--- src/rtl/i2c_slave_regfile_ctrl.sv ---
// i2c_slave_regfile_ctrl
// Pointer-protocol sequencer between the I2C slave byte streams and a simple
// synchronous register bus. The first byte of a write sets the register
// pointer; later write bytes land at the pointer. Read bytes are served from
// a prefetched copy of the register at the pointer, so the slave never waits
// on register latency. The pointer optionally auto-increments.
module i2c_slave_regfile_ctrl #(
  parameter int PTR_WIDTH = 8,
  parameter int AUTO_INC  = 1
) (
  input  logic                 clk,
  input  logic                 rst,
  input  logic [7:0]           s_axis_rx_tdata,
  input  logic                 s_axis_rx_tvalid,
  output logic                 s_axis_rx_tready,
  input  logic                 s_axis_rx_tlast,
  output logic [7:0]           m_axis_tx_tdata,
  output logic                 m_axis_tx_tvalid,
  input  logic                 m_axis_tx_tready,
  output logic                 m_axis_tx_tlast,
  input  logic                 bus_addressed,
  output logic [PTR_WIDTH-1:0] reg_addr,
  output logic [7:0]           reg_wr_data,
  output logic                 reg_wr_en,
  output logic                 reg_rd_en,
  input  logic [7:0]           reg_rd_data,
  output logic [PTR_WIDTH-1:0] ptr,
  output logic                 busy
);

  localparam logic [1:0] FETCH   = 2'd0;
  localparam logic [1:0] CAPTURE = 2'd1;
  localparam logic [1:0] READY   = 2'd2;
  localparam logic [1:0] WRITE   = 2'd3;

  localparam logic [PTR_WIDTH-1:0] PTR_STEP = (AUTO_INC != 0) ? PTR_WIDTH'(1) : '0;

  logic [1:0]           state;
  logic                 expect_ptr;
  logic                 addressed_q;
  logic                 addr_rise;
  logic                 rx_hs;
  logic                 tx_hs;
  logic                 ptr_clear;
  logic [PTR_WIDTH-1:0] ptr_next;
  logic [PTR_WIDTH-1:0] ptr_byte;
  logic                 unused_tlast;

  // Pointer arithmetic wraps naturally modulo 2^PTR_WIDTH.
  function automatic logic [PTR_WIDTH-1:0] ptr_advance(input logic [PTR_WIDTH-1:0] p);
    return p + PTR_STEP;
  endfunction

  assign ptr_next  = ptr_advance(ptr);
  assign ptr_byte  = s_axis_rx_tdata[PTR_WIDTH-1:0];
  assign addr_rise = bus_addressed && !addressed_q;

  // Handshake-facing controls decode straight from state and are forced low
  // while reset is held, so a reset landing in WRITE drops the strobe at once.
  assign m_axis_tx_tvalid = !rst && (state == READY);
  assign s_axis_rx_tready = !rst && (state == READY) && !m_axis_tx_tready;
  assign reg_rd_en        = !rst && (state == FETCH);
  assign reg_wr_en        = !rst && (state == WRITE);
  assign busy             = rst || (state != READY);
  assign m_axis_tx_tlast  = 1'b0;

  // rx_tready excludes tx_tready, so at most one of these fires per cycle.
  assign rx_hs     = s_axis_rx_tvalid && s_axis_rx_tready;
  assign tx_hs     = m_axis_tx_tvalid && m_axis_tx_tready;
  assign ptr_clear = rx_hs && expect_ptr;

  assign unused_tlast = s_axis_rx_tlast;

  // Sequencer: prefetch at pointer, hold byte in READY, service rx/tx, refetch.
  always_ff @(posedge clk) begin
    if (rst) begin
      state           <= FETCH;
      ptr             <= '0;
      reg_addr        <= '0;
      reg_wr_data     <= '0;
      m_axis_tx_tdata <= '0;
    end else begin
      case (state)
        FETCH: begin
          state <= CAPTURE;
        end
        CAPTURE: begin
          m_axis_tx_tdata <= reg_rd_data;
          state           <= READY;
        end
        READY: begin
          if (rx_hs) begin
            if (expect_ptr) begin
              ptr      <= ptr_byte;
              reg_addr <= ptr_byte;
              state    <= FETCH;
            end else begin
              reg_addr    <= ptr;
              reg_wr_data <= s_axis_rx_tdata;
              ptr         <= ptr_next;
              state       <= WRITE;
            end
          end else if (tx_hs) begin
            ptr      <= ptr_next;
            reg_addr <= ptr_next;
            state    <= FETCH;
          end
        end
        default: begin
          // WRITE: strobe issued this cycle; point the bus back at ptr and refetch.
          reg_addr <= ptr;
          state    <= FETCH;
        end
      endcase
    end
  end

  // Pointer-byte expectation: armed on each new addressing, cleared by a pointer byte.
  always_ff @(posedge clk) begin
    if (rst) begin
      addressed_q <= 1'b0;
      expect_ptr  <= 1'b0;
    end else begin
      addressed_q <= bus_addressed;
      if (addr_rise) begin
        expect_ptr <= 1'b1;
      end else if (ptr_clear) begin
        expect_ptr <= 1'b0;
      end
    end
  end

endmodule
--- config.mk ---
export PLATFORM = sky130hd
export DESIGN_NAME = i2c_slave_regfile_ctrl
export DESIGN_NICKNAME = d
export VERILOG_FILES = /design/src/rtl/i2c_slave_regfile_ctrl.sv
export SDC_FILE = /design/constraint.sdc
export NUM_CORES = 1
export LEC_CHECK = 0
export BUFFER_PORTS_ARGS = -buffer_cell sky130_fd_sc_hd__buf_2
export CELL_PAD_IN_SITES_DETAIL_PLACEMENT = 0
export CELL_PAD_IN_SITES_GLOBAL_PLACEMENT = 2
export CORE_MARGIN = 2
export CORE_UTILIZATION = 25
export DETAILED_ROUTE_END_ITERATION = 6
export PLACE_DENSITY = 0.77
export SYNTH_ARGS = -nofsm -noshare
export SYNTH_HDL_FRONTEND = slang
export SYNTH_SLANG_ARGS = --single-unit
--- constraint.sdc ---
create_clock -name clk -period 1.55 [get_ports clk]
set_clock_uncertainty 0.1 [all_clocks]
set_input_delay 0.155 -clock clk [delete_from_list [all_inputs] [get_ports clk]]
set_output_delay 0.155 -clock clk [all_outputs]
set_load 0.1 [all_outputs]
=== After elaboration in Yosys (flattened, before gate mapping) ===
Index checks and enable logic that the tools add are counted.

* ROM bits: 0
* Flip-flop bits (word level): 36
* Output and inout port bits: 38
* Memories: 0
* Word-level logic and storage cells: 46
* Memory bits (writable): 0
* Input bits: 22
* Bits in latches: 0

* Multipliers: 0
* Shift operators: 0
* Eq/ne operators: 5
* Reduce and logical (&&, ||, !) cells: 19
* Magnitude comparators: 0
* Multiplexer cells: 12
* Bitwise logic cells: 2
* Div/mod/pow operators: 0
* Add/subtract/negate cells: 1

{| class="wikitable"
|+ Operators with widths
! kind !! number
|-
| 2-to-1 mux 8 bit || 5
|-
| case mux 8 bit (2 select lines) || 1
|-
| adder 8 x 1 -> 8 bit (second input constant) || 1
|-
| logical AND 1 bit || 8
|-
| 2-to-1 mux 2 bit || 3
|-
| case mux 2 bit (3 select lines) || 1
|-
| == test 2 bit (second input constant) || 2
|-
| AND reduction 2 bit || 2
|-
| nonzero test 2 bit || 2
|-
| zero test 1 bit || 3
|-
| != test 3 bit (second input constant) || 1
|-
| AND reduction 3 bit || 1
|-
| == test 2 x 1 -> 1 bit (second input constant) || 1
|-
| zero test 2 bit || 1
|-
| 2-to-1 mux 1 bit || 2
|-
| != test 2 bit (second input constant) || 1
|-
| NOT 1 bit || 2
|-
| OR reduction 2 bit || 1
|-
| logical OR 1 bit || 1
|}

=== Depth between registers and ports, before layout ===
* Depth in word-level cells: 7
* Mapped depth: 8
* Mapped depth without buffers: 6

=== Least setup slack after synthesis ===
Ideal clock, no wire load.

* Path type: reg-to-output
* Start point: reg state[0]
* End point: out s_axis_rx_tready
* Data required time: 1.295 ns
* Path buffers: 1
* Data arrival time: 4.436 ns
* Stages on the path, launching flop included: 6
* Setup slack: -3.141 ns
* Cell sequence: dfxtp_1 -> clkbuf_1 -> nand2b_1 -> nor2_1 -> inv_1 -> nor2_1

* Cells in the longest elaborated chain, start to end: 3

{| class="wikitable"
|+ Ends and longest elaborated chain
! item !! RTL line !! text
|-
| start: declaration || 38 || <nowiki>logic [1:0] state;</nowiki>
|-
| start signal: assignment || 77 || <nowiki>state <= FETCH;</nowiki>
|-
| start signal: assignment || 85 || <nowiki>state <= CAPTURE;</nowiki>
|-
| start signal: assignment || 89 || <nowiki>state <= READY;</nowiki>
|-
| == test 2 bit || -- ||
|-
| logical AND 1 bit || -- ||
|-
| net m_axis_tx_tvalid || 18 || <nowiki>output logic m_axis_tx_tvalid,</nowiki>
|-
| logical AND 1 bit || 61 || <nowiki>assign s_axis_rx_tready = !rst && (state == READY) && !m_axis_tx_tready;</nowiki>
|-
| end: declaration || 15 || <nowiki>output logic s_axis_rx_tready,</nowiki>
|}

The timed path passes the listed nets, and every way through them passes these cells.

=== Final worst setup path ===
* Start point: reg state[1]
* End point: out s_axis_rx_tready

* Cells in the longest elaborated chain, start to end: 3

{| class="wikitable"
|+ Ends and longest elaborated chain
! item !! RTL line
|-
| == test 2 bit || 61
|-
| logical AND 1 bit (2 in a row) || 61
|}

Every way passes these cells.

==> flow_metrics.py <==
metrics = {
    "status": {
        "status": "finished with violations",
        "violations": "setup timing",
    },
    "floorplan": {
        "die_x_um": 88.4,
        "die_h_um": 88.4,
        "num_rows": 30,
        "coreArea_sq_um": 6830,
        "die_area_sq_um": 7810,
        "ios": 60,
        "start_util_pct": 26.0,
    },
    "place": {
        "dp_hpwl_um": 4040,
        "place_ws_ns": -0.186,
        "place_area_sq_um": 2540,
        "dp_cells": 394,
        "gp_congestion": 0.812,
        "numPortBuffers": 57,
    },
    "setup_path": {
        "crit_path_max_fanout": 2,
        "crit_type": "flop to primary output",
        "cp.required_ns": 1.29,
        "critPathArrivalTime_ns": 1.43,
        "cp-end-kind": "primary output",
        "cp-start-kind": "flop",
    },
    "route": {
        "wl_um": 5890,
        "first_iter_violations": 51,
        "dr.pass1.iters": 4,
        "viasPerCell": 4.66,
        "vias": 1984,
        "routedWlPerCell_um": 13.8,
        "drc": 0,
        "postRouteAntennaNets": 0,
    },
    "synth": {
        "synth_warnings": 0,
        "synthDistinctLibCells": 44,
        "syn-num-nets": 245,
        "ys_seq_area_share_pct": 40.5,
        "syn_avg_cell_area_sq_um": 8.01,
        "async_flop_share_pct": 0,
        "synth_area_sq_um": 1780,
        "synth-main-ff-cell": "dfxtp_1",
        "syn-instance-count": 222,
        "ys_ff_latch": 36,
        "synth_edf_count": 0,
    },
    "clock_tree": {
        "clock_path_buffers": 2,
        "cts_buffers": 5,
        "cts_tree": "yes",
        "cts-htree-levels": 2,
        "root_buffer": "clkbuf_8",
        "clkSlewWorstSetupHoldPaths_ns": 0.08,
        "numClockSinks": 36,
        "insertion_delay_ns": 0.30,
    },
    "grt": {
        "grtUsageTotal_pct": 14.8,
        "top_usage_layer": "met2",
        "grt_pass1_wl_um": 8900,
        "use_met2_pct": 22.3,
        "antenna_found_initial": 0,
        "globalRouteMet1Util_pct": 20.8,
        "grt_max_degree": 26,
        "grt_pass1_vias": 1740,
        "grt-ovfl-total": 0,
        "global_route.usage.met3_pct": 3.17,
    },
    "final_layout": {
        "finalNonFillerCells": 426,
        "num_antenna_cells": 0,
        "layout-drive-gt1-share_pct": 48.2,
        "finish.utilization_pct": 44.3,
        "fin_nets": 352,
        "fillers": 704,
        "area_delta_synth_final_pct": 70.0,
        "stdcell_area_sq_um": 3020,
    },
    "timing": {
        "grt_setup_unrepaired": "yes",
        "fmax_mhz": 592,
        "tns_ns": -0.590,
        "final_max_slew_viol_count": 0,
        "setup_ws_ns": -0.139,
        "finalSetupViolCount": 6,
        "period_share_pct": 109,
        "period_needed_ns": 1.69,
        "whs_ns": 0.00227,
        "hold_viol_final": 0,
    },
    "worst_hold_path": {
        "hold_class": "primary input to flop",
    },
    "power": {
        "total_power_mw": 2.36,
        "ir_drop_v": 0.000324,
        "power_density_nw_per_um2": 779,
        "power.leakage_nw": 1.30,
    },
    "run": {
        "cap_viol_max_count": 0,
    },
}
## final cells by class
cell class | instances | area, sq um | share of cell area (%)
clock buffers | 6 | 72.6 | 2.40
repair buffers | 115 | 882 | 29.2
well taps | 96 | 120 | 3.97
clock inverters | 2 | 15.0 | 0.496
flip-flops and latches | 36 | 749 | 24.8
inverters | 4 | 18.8 | 0.621
multi-input cells | 167 | 1170 | 38.6
## report_power, final
group / switching [mW] / internal (mW)
Clock: 0.374 / 0.321
Combinational: 0.464 / 0.225
Sequential: 0.0193 / 0.952
## worst max-delay path, stage by stage, from the launching register on
cell	delay, ns
dfxtp_2	0.35
buf_6	0.10
nand2b_4	0.05
buf_6	0.12
nor2_4	0.10
clkinvlp_4	0.12
nor2_4	0.11
buf_12	0.18
## kinds of logic after synthesis
kind of cell    share of synthesized area, %
simple gates                            24.4
compound gates                          22.5
flops                                   40.5
buf+inv                                 5.13
mux                                     5.06
xor+xnor                                1.48
fa+ha+maj                              0.703
other cells                            0.211
## registers in the layout (all words and copies together), names as in the netlist
name             cells
addressed_q          1
m_axis_tx_tdata      8
reg_addr             8
state                2
expect_ptr           1
ptr                  8
reg_wr_data          8
## per-layer routing
layer / part of all wire [%] / up-vias
met5: 0 / -
met4: 1.5 / 0
met3: 4.8 / 9
met2: 45 / 58
met1: 49 / 912
li1: - / 1005
## cells in the mapped netlist, types with 2 or more instances
| cell type | instances | area share [%] |
|---|---|---|
| a32o_1 | 2 | 1.1 |
| dfxtp_1 | 36 | 41 |
| o21a_1 | 2 | 0.84 |
| clkbuf_1 | 10 | 2.1 |
| buf_2 | 4 | 1.1 |
| nor2_1 | 22 | 4.6 |
| nand3_1 | 7 | 2.0 |
| mux2i_1 | 9 | 5.1 |
| nand2_1 | 22 | 4.6 |
| or3_1 | 3 | 1.1 |
| a221oi_1 | 2 | 0.98 |
| o21ai_0 | 20 | 5.6 |
| o21ai_1 | 2 | 0.56 |
| inv_1 | 4 | 0.84 |
| nor2b_1 | 7 | 2.5 |
| o31ai_1 | 2 | 0.84 |
| a31oi_1 | 2 | 0.70 |
| and3_1 | 4 | 1.4 |
| xor2_1 | 2 | 0.98 |
| and2_1 | 4 | 1.4 |
| nor3_1 | 7 | 2.0 |
| o211ai_1 | 3 | 1.3 |
| a211oi_1 | 2 | 0.84 |
| a21oi_1 | 24 | 6.8 |
## placed cells by master, fill, tap and decap left out, types with 5 or more instances in the layout
cell type,netlist,final
buf_2,4,52
nand2_1,22,20
buf_12,0,7
dfxtp_4,0,7
o21ai_1,2,12
dlygate4sd3_1,0,8
a21oi_1,24,21
dfxtp_1,36,27
nor2_1,22,20
nor2b_1,7,6
o21ai_0,20,8
buf_6,1,11
clkbuf_8,0,5
buf_4,1,37
mux2i_1,9,9
nand3_1,7,6
## path summary, 6_finish.rpt
check / startpoint / slack, ns / end / cells after the start
worst max-delay path: state[1] / -0.14 / s_axis_rx_tready / 7
worst min-delay path: reg_rd_data[3] / 0.002 / m_axis_tx_tdata[3] / 3
worst max register to register: state[1] / -0.12 / ptr[0] / 6
worst min register to register: m_axis_tx_tdata[4] / 0.36 / m_axis_tx_tdata[4] / 2
## timing repair
| action | in CTS | in global routing |
|---|---|---|
| buffers inserted | 6 | 12 |
| hold buffers | 8 | 0 |
| setup endpoints to repair | 16 | 27 |
| hold endpoints to repair | 8 | 0 |
| resized for setup | 12 | 41 |
| pin swaps | 4 | 12 |
| cloned | 1 | 0 |
No activity file was read; power rests on OpenSTA's default activity.
